===== src/rtl/can_bit_sampler.sv =====
// CAN RX bit sampler: synchronizer, tq/bit timing with hard sync at SOF, sample-point
// capture, destuffing, stuff-error and bus-idle detection. Define RESYNC_EN for soft resync.
module can_bit_sampler #(
  parameter int CLK_PER_TQ = 4,
  parameter int TQ_PER_BIT = 10,
  parameter int SAMPLE_TQ  = 7,
  parameter int SJW        = 2,
  parameter int IDLE_BITS  = 11
) (
  input  logic clk,
  input  logic rst_n,
  input  logic can_rx,
  input  logic destuff_stop,
  output logic can_data,
  output logic sample,
  output logic sof,
  output logic stuff_err,
  output logic bus_idle,
  output logic frame_active
);

  localparam int PW  = (CLK_PER_TQ > 1) ? $clog2(CLK_PER_TQ) : 1;
  localparam int TQW = $clog2(TQ_PER_BIT + SJW + 1);
  localparam int IW  = $clog2(IDLE_BITS + 1);

  typedef enum logic [1:0] {
    ST_IDLE   = 2'd0,
    ST_ACTIVE = 2'd1,
    ST_ERROR  = 2'd2
  } state_e;

  state_e         state_q, state_d;
  logic           rx_meta_q, rx_s_q, rx_prev_q;
  logic [PW-1:0]  presc_q, presc_d;
  logic [TQW-1:0] tq_q, tq_d;
  logic [2:0]     run_q, run_d;
  logic           last_q, last_d;
  logic [IW-1:0]  idle_cnt_q, idle_cnt_d;
  logic           nostuff_q, nostuff_d;
`ifdef RESYNC_EN
  logic           resync_done_q, resync_done_d;
`endif

  logic can_data_q, can_data_d;
  logic sample_q, sample_d;
  logic sof_q, sof_d;
  logic stuff_err_q, stuff_err_d;
  logic bus_idle_q, bus_idle_d;
  logic frame_active_q, frame_active_d;

  logic           fall_s, tq_tick_s, bit_tick_s, bit_s;
  logic           emit_s, sof_s, serr_s, go_idle_s, wrap_s;
  logic [TQW-1:0] tq_sum_s, jump_late_s, jump_early_s;

  assign fall_s     = rx_prev_q & ~rx_s_q;
  assign tq_tick_s  = (presc_q == PW'(CLK_PER_TQ - 1));
  assign bit_tick_s = tq_tick_s && (tq_q == TQW'(SAMPLE_TQ));
  assign bit_s      = rx_s_q;

  // State and output registers; the block assumes an idle (recessive) bus out of reset
  always_ff @(posedge clk or negedge rst_n) begin
    if (!rst_n) begin
      rx_meta_q      <= 1'b1;
      rx_s_q         <= 1'b1;
      rx_prev_q      <= 1'b1;
      state_q        <= ST_IDLE;
      presc_q        <= '0;
      tq_q           <= '0;
      run_q          <= 3'd0;
      last_q         <= 1'b1;
      idle_cnt_q     <= '0;
      nostuff_q      <= 1'b0;
`ifdef RESYNC_EN
      resync_done_q  <= 1'b0;
`endif
      can_data_q     <= 1'b1;
      sample_q       <= 1'b0;
      sof_q          <= 1'b0;
      stuff_err_q    <= 1'b0;
      bus_idle_q     <= 1'b1;
      frame_active_q <= 1'b0;
    end else begin
      rx_meta_q      <= can_rx;
      rx_s_q         <= rx_meta_q;
      rx_prev_q      <= rx_s_q;
      state_q        <= state_d;
      presc_q        <= presc_d;
      tq_q           <= tq_d;
      run_q          <= run_d;
      last_q         <= last_d;
      idle_cnt_q     <= idle_cnt_d;
      nostuff_q      <= nostuff_d;
`ifdef RESYNC_EN
      resync_done_q  <= resync_done_d;
`endif
      can_data_q     <= can_data_d;
      sample_q       <= sample_d;
      sof_q          <= sof_d;
      stuff_err_q    <= stuff_err_d;
      bus_idle_q     <= bus_idle_d;
      frame_active_q <= frame_active_d;
    end
  end

  // Next-state: bit timing, hard/soft sync, destuffing and idle tracking
  always_comb begin
    presc_d      = tq_tick_s ? '0 : presc_q + PW'(1);
    jump_late_s  = '0;
    jump_early_s = '0;
`ifdef RESYNC_EN
    resync_done_d = resync_done_q;
    if ((state_q != ST_IDLE) && fall_s && !resync_done_q && (tq_q != '0)) begin
      resync_done_d = 1'b1;
      // An edge in the last clk of the sample tq is already past the sample point
      if ((tq_q < TQW'(SAMPLE_TQ)) || ((tq_q == TQW'(SAMPLE_TQ)) && !tq_tick_s)) begin
        jump_late_s = (tq_q < TQW'(SJW)) ? tq_q : TQW'(SJW);
      end else begin
        jump_early_s = ((TQW'(TQ_PER_BIT) - tq_q) < TQW'(SJW)) ?
                       (TQW'(TQ_PER_BIT) - tq_q) : TQW'(SJW);
      end
    end else begin
      resync_done_d = resync_done_q;
    end
`endif
    tq_sum_s = tq_q + TQW'(tq_tick_s) + jump_early_s - jump_late_s;
    wrap_s   = (tq_sum_s >= TQW'(TQ_PER_BIT));
    tq_d     = wrap_s ? (tq_sum_s - TQW'(TQ_PER_BIT)) : tq_sum_s;
`ifdef RESYNC_EN
    if (wrap_s) begin
      resync_done_d = 1'b0;
    end else begin
      resync_done_d = resync_done_d;
    end
`endif

    state_d    = state_q;
    run_d      = run_q;
    last_d     = last_q;
    idle_cnt_d = idle_cnt_q;
    nostuff_d  = nostuff_q | destuff_stop;
    emit_s     = 1'b0;
    sof_s      = 1'b0;
    serr_s     = 1'b0;
    go_idle_s  = 1'b0;

    case (state_q)
      ST_IDLE: begin
        nostuff_d = 1'b0;
        if (fall_s) begin
          presc_d    = '0;
          tq_d       = '0;
          state_d    = ST_ACTIVE;
          run_d      = 3'd0;
          idle_cnt_d = '0;
`ifdef RESYNC_EN
          resync_done_d = 1'b1;
`endif
        end else begin
          run_d = 3'd0;
        end
      end
      ST_ACTIVE, ST_ERROR: begin
        if (bit_tick_s) begin
          idle_cnt_d = bit_s ? (idle_cnt_q + IW'(1)) : '0;
          if (bit_s && (idle_cnt_q == IW'(IDLE_BITS - 1))) begin
            go_idle_s  = 1'b1;
            state_d    = ST_IDLE;
            idle_cnt_d = '0;
          end else if (state_q == ST_ERROR) begin
            state_d = ST_ERROR;
          end else if (run_q == 3'd0) begin
            // SOF sample point: a recessive value means the falling edge was a glitch
            if (!bit_s) begin
              emit_s = 1'b1;
              sof_s  = 1'b1;
              run_d  = 3'd1;
              last_d = 1'b0;
            end else begin
              state_d = ST_IDLE;
            end
          end else if (nostuff_q) begin
            emit_s = 1'b1;
            last_d = bit_s;
          end else if (run_q == 3'd5) begin
            if (bit_s != last_q) begin
              run_d  = 3'd1;
              last_d = bit_s;
            end else begin
              serr_s  = 1'b1;
              state_d = ST_ERROR;
            end
          end else begin
            emit_s = 1'b1;
            run_d  = (bit_s == last_q) ? (run_q + 3'd1) : 3'd1;
            last_d = bit_s;
          end
        end else begin
          idle_cnt_d = idle_cnt_q;
        end
      end
      default: begin
        state_d = ST_IDLE;
      end
    endcase
  end

  // Output decode into the registered strobes and levels
  always_comb begin
    sample_d    = emit_s;
    sof_d       = sof_s;
    stuff_err_d = serr_s;
    if (emit_s) begin
      can_data_d = bit_s;
    end else begin
      can_data_d = can_data_q;
    end
    if (go_idle_s) begin
      bus_idle_d     = 1'b1;
      frame_active_d = 1'b0;
    end else if (sof_s) begin
      bus_idle_d     = 1'b0;
      frame_active_d = 1'b1;
    end else begin
      bus_idle_d     = bus_idle_q;
      frame_active_d = frame_active_q;
    end
  end

  assign can_data     = can_data_q;
  assign sample       = sample_q;
  assign sof          = sof_q;
  assign stuff_err    = stuff_err_q;
  assign bus_idle     = bus_idle_q;
  assign frame_active = frame_active_q;

endmodule


===== config.mk =====
export PLATFORM = sky130hd
export DESIGN_NAME = can_bit_sampler
export DESIGN_NICKNAME = d
export VERILOG_FILES = /design/src/rtl/can_bit_sampler.sv
export SDC_FILE = /design/constraint.sdc
export NUM_CORES = 1
export LEC_CHECK = 0
export ABC_AREA = 0
export CAP_MARGIN = 20
export CORE_ASPECT_RATIO = 0.5
export CORE_UTILIZATION = 33
export CTS_CLUSTER_DIAMETER = 200
export DETAILED_ROUTE_END_ITERATION = 6
export PLACE_DENSITY_LB_ADDON = 0.3
export SLEW_MARGIN = 10
export SYNTH_ARGS = -nofsm -noshare
export SYNTH_HDL_FRONTEND = slang
export SYNTH_SLANG_ARGS = --single-unit

===== constraint.sdc =====
create_clock -name clk -period 2.25 [get_ports clk]
set_input_delay 0.45 -clock clk [delete_from_list [all_inputs] [get_ports clk]]
set_output_delay 0.45 -clock clk [all_outputs]
set_load 0.05 [all_outputs]

# [After elaboration in Yosys (flattened, before gate mapping)]
# Cells that the tools add are included.
[totals] regBits=26 input_bits=4 output_inout_bits=6 elab_cells=124
[classes] addsub=5 order_cmp=1 n_eq_ne=21 mux=65 n_bitwise=5 reduce_logical=11
[ops] cell="$mux W1" n=34
[ops] cell="$mux W4" n=7
[ops] cell="$mux W3" n=9
[ops] cell="$mux W2" n=12
[ops] cell="$ne A5 B5 Y1 const B" n=4
[ops] cell="$reduce_and A6 Y1" n=2
[ops] cell="$ne A2 B2 Y1 const B" n=5
[ops] cell="$pmux W4 S2" n=1
[ops] cell="$reduce_and A7 Y1" n=1
[ops] cell="$ne A3 B3 Y1 const B" n=2
[ops] cell="$pmux W3 S2" n=1
[ops] cell="$add A4 B1 Y4" n=1
[ops] cell="$add A4 B1 Y4 const B" n=1
[ops] cell="$eq A2 B2 Y1 const B" n=2
[ops] cell="$eq A4 B3 Y1 const B" n=1
[ops] cell="$eq A4 B4 Y1 const B" n=1
[ops] cell="$ge A4 B4 Y1 const B" n=1
[ops] cell="$ne A4 B3 Y1 const B" n=1
[ops] cell="$ne A4 B4 Y1 const B" n=1
[ops] cell="$pmux W2 S2" n=1
[ops] cell="$reduce_bool A2 Y1" n=2
[ops] cell="$sub A4 B4 Y4 const B" n=1
[ops] cell="$add A3 B1 Y3 const B" n=1
[ops] cell="$eq A3 B3 Y1 const B" n=1
[ops] cell="12 further kinds" n=15

# [Longest topological paths before layout]
[depth] depth_word=9 ltp_mapped=8 depth_no_buf=8

# [Worst setup path after synthesis]
# No wires, ideal clock.
[synth_timing] path_type="register to register" start="register state_q[0]" end="register run_q[0]" setup_ns=0.128 arrival_time_ns=1.733 required_time_ns=2.122 slack_ns=0.389 path_stages_with_launch=7 n_path_buf=1 synth_period_minus_slack_ns=1.861 path_cell_list="dfrtp_1 > inv_1 > ha_1 > clkbuf_1 > or3_1 > o31ai_4 > mux2_1"
[synth_via] elab_chain_cells=4 word_cells_on_any_way=13 cone_classes="eq/ne: 8; mux: 1; reduce/logical: 4"
[synth_rtl] item="start: declaration" line="32" text="state_e state_q, state_d;"
[synth_rtl] item="start signal: assignment" line="86" text="state_q <= state_d;"
[synth_rtl] item="$eq A2 B2 Y1 / $eq A2 B1 Y1 (equally long branches)" line="146, 169"
[synth_rtl] item="$reduce_or A2 Y1" line="146" text="case (state_q)"
[synth_rtl] item="$ne A4 B4 Y1 (no source line) (tied with other cells)"
[synth_rtl] item="$reduce_and A7 Y1 (no source line)"
[synth_rtl] item="end signal: assignment" line="89" text="run_q <= run_d;"
[synth_rtl] item="end: declaration" line="36" text="logic [2:0] run_q, run_d;"
# Parallel ways exist; a longest one is shown, timed or not.
# A chain may end at the register's enable or synchronous reset.

# [Worst setup path in the final report]
[layout_timing] start="register bus_idle_q (netlist: bus_idle)" end="output port bus_idle"
[layout_rtl] item="start: declaration" line="48" text="logic bus_idle_q, bus_idle_d;"
[layout_rtl] item="start signal: assignment" line="100" text="bus_idle_q <= bus_idle_d;"
[layout_rtl] item="end: declaration" line="18" text="output logic bus_idle,"
# No word-level cell between the ends.

==> run_results.csv <==
group,metric,value,unit
run_status,status,"finished clean",
floorplanning,dieWidth,97.5,um
yosys,synth_edf_count,0,
clock_tree,cts_tree,"built",
yosys,synth_seq_cells,26,
setup_path,cpMaxStageDelayCell,"clkdlybuf4s50_1",
yosys,synth_top_area_frac,0.333,
yosys,synth_nets,159,
sta,timing.fmax,488,MHz
finish,design_area,0.00169,mm^2
placement,dp.final_hpwl,2020,um
clock_tree,postCtsSetupRepairBufs,0,
finish,diodes,0,
clock_tree,hold_buffers,0,
yosys,syn_avg_cell_area,10.5,um^2
clock_tree,clock_latency,270,ps
setup_path,critical_path_class,"reg -> out",
sta,slew_violations,0,
placement,dp.cells,202,
sta,rsz0062_at_grt,"false",
route,drt_first_iter_violations,36,
route,vias_per_cell,5.43,
power_and_ir_drop,seq_power_share,0.437,
yosys,yosysWarningCount,0,
finish,regArea,658,um^2
clock_tree,cts_resized,0,
route,dr.pass1.iters,4,
sta,worstMarginPinSlew,553,ps
clock_tree,clock_path_buffers,2,
finish,multiInputGateArea,779,um^2
hold_path,hp-class,"reg -> reg",
power_and_ir_drop,peakVddDrop,0.236,mV
setup_path,crit_buf_inv,1,
clock_tree,path_clk_slew,90,ps
setup_path,max_stage_delay,790,ps
sta,skew,6.30,ps
placement,gp_congestion,0.876,
hold_path,min_path_cells,0,
floorplanning,dieArea,0.00485,mm^2
yosys,synth_flop_cell,"dfrtp_1",
grt,grt.total_usage,0.130,
setup_path,crit_start,"bus_idle",
route,drt-total-wl,2800,um
setup_path,r2r-start,"bit_s",
power_and_ir_drop,pwr-share-comb,0.368,
floorplanning,rows,16,
yosys,syn_area,0.00151,mm^2
sta,setup_viol_count_final,0,
clock_tree,cts_inserted_buffers,3,
setup_path,setup.worst_path.start_class,"flop",
route,routed-via-count,1113,
power_and_ir_drop,clock_power_share,0.195,
floorplanning,start_util,0.365,
floorplanning,die_y,49.8,um
power_and_ir_drop,p_per_area,792,mW/mm^2
grt,grt_max_degree,27,
grt,grt-ovfl-total,0,
route,routedWlPerCell,13.6,um
finish,final_common_cell,"dfrtp_1",
yosys,async_reset_ff_frac,1.00,
power_and_ir_drop,netSwitchingPower,486,uW
flow_run,drv_cap,0,
finish,final_cells,205,
sta,min_period,2050,ps
finish,fin_nets,169,
placement,dpl_cell_area,0.00165,mm^2
finish,synthToLayoutAreaGrowth,12.5,%
sta,finalCritPeriodShare,0.911,
hold_path,hold_start,"rx_meta_q",
finish,layout-drive-gt1-share,0.119,
route,route.detailed.drc,0,
grt,first_global_vias,1025,
route,ant_nets,0,
sta,slew_headroom,0.630,
setup_path,cp_max_fo,2,
yosys,ys_types,51,
setup_path,crit_family,"buffers and inverters",
setup_path,r2r_cells,4,
clock_tree,clock-sinks,26,
setup_path,cp_cell_sequence,"clkdlybuf4s50_1",
yosys,synth_area_leader_cell,"dfrtp_1",
sta,finalHoldViolations,0,
setup_path,crit_arrival,1600,ps
grt,antenna_found_initial,0,
power_and_ir_drop,switching_share,0.363,
setup_path,crit_path_end_kind,"output port",
finish,final_cell_mix,"dfrtp_1 (20), ha_1 (12), inv_1 (11)",
placement,portBuffers,9,
floorplanning,io_pins,10,
power_and_ir_drop,power_leakage,0.719,nW
setup_path,required,1800,ps
clock_tree,root_buffer,"clkbuf_8",
setup_path,critical_path_depth,1,
sta,finalSetupTns,0,ps
power_and_ir_drop,p_int,854,uW
grt,grt_pass1_wl,4910,um
yosys,ys_seq_area_frac,0.437,
clock_tree,h-tree-depth,1,
yosys,synthTopCellsByArea,"dfrtp_1 (33%), dfstp_2 (10%), ha_1 (10%)",
floorplanning,coreArea,0.00412,mm^2
finish,nFillCells,401,
yosys,syn_inst,143,
cell families after synthesis:
logic type / Yosys count / share of synthesized area
AO/OA/AOI/OAI: 30 / 0.160
XOR/XNOR: 3 / 0.0224
adder cells (fa/ha/maj): 12 / 0.0997
buffers and inverters: 17 / 0.0449
flip-flops: 26 / 0.437
multiplexers: 5 / 0.0349
AND/OR/NAND/NOR: 50 / 0.200
cells in the mapped netlist, types with 2 or more instances:
cell type  number
dfrtp_1        20
ha_1           12
inv_1          11
nor2_1          9
nor2b_1         8
o21ai_0         7
dfstp_2         6
a211oi_1        4
nand2_1         4
nand4_1         4
nor4_1          4
buf_2           3
clkbuf_1        3
mux2i_1         3
nand3_1         3
o31ai_1         3
a221o_1         2
a31oi_1         2
nor3_1          2
or3_1           2
state kept, by name, summed over array words and instances (netlist names), 2 cells and up:
register and count:
idle_cnt_q 4, presc_q 2, tq_q 4, state_q 2, run_q 3
area by class of cell:
| cell class | count | share of cell area |
|---|---|---|
| repair buffers | 11 | 0.0621 |
| well taps | 54 | 0.0399 |
| multi-input cells | 100 | 0.460 |
| clock buffers | 3 | 0.0244 |
| flip-flops and latches | 26 | 0.389 |
| inverters | 11 | 0.0244 |
power groups by stage:
stage / clock network [mW] / logic, mW / registers (mW)
floorplan: 0 / 0.377 / 0.583
global placement: 0 / 0.481 / 0.592
detailed placement: 0 / 0.494 / 0.596
CTS: 0.275 / 0.499 / 0.587
global route: 0.294 / 0.570 / 0.595
finish: 0.261 / 0.493 / 0.586
through the flow:
step                power, mW   util  hold slack, ps  setup WS, ps
global route             1.46  0.410             370           134
detailed placement       1.09  0.400             347           263
global placement         1.07  0.400             346           309
CTS                      1.36  0.410             360           187
floorplan               0.960      -             154           389
finish                   1.34  0.410             358           200
worst register-to-register path, delay by kind of cell (launching register included):
kind                      cells  cell delay, ps
DFF                           1             690
xor gates and xnor gates      1             190
muxes                         1             340
AOI/OAI and AO/OA             2             660
worst paths after layout:
kind	endpoint	slack, ps
setup / recovery	bus_idle	200
hold / removal	bit_s	360
setup reg to reg	run_q[0]	260
hold reg to reg	bit_s	360
max in group asynchronous	bit_s	1410
min in group asynchronous	idle_cnt_q[2]	540
metal layers:
metal,vias up,part of all wire,global-route usage,wire (um)
met3,6,0.035,0.0397,97
met1,543,0.52,0.175,1470
li1,548,-,-,-
met4,0,0.015,0.0515,42
met5,-,0,0,0
met2,16,0.43,0.196,1190
(Power assumes the default switching activity.)
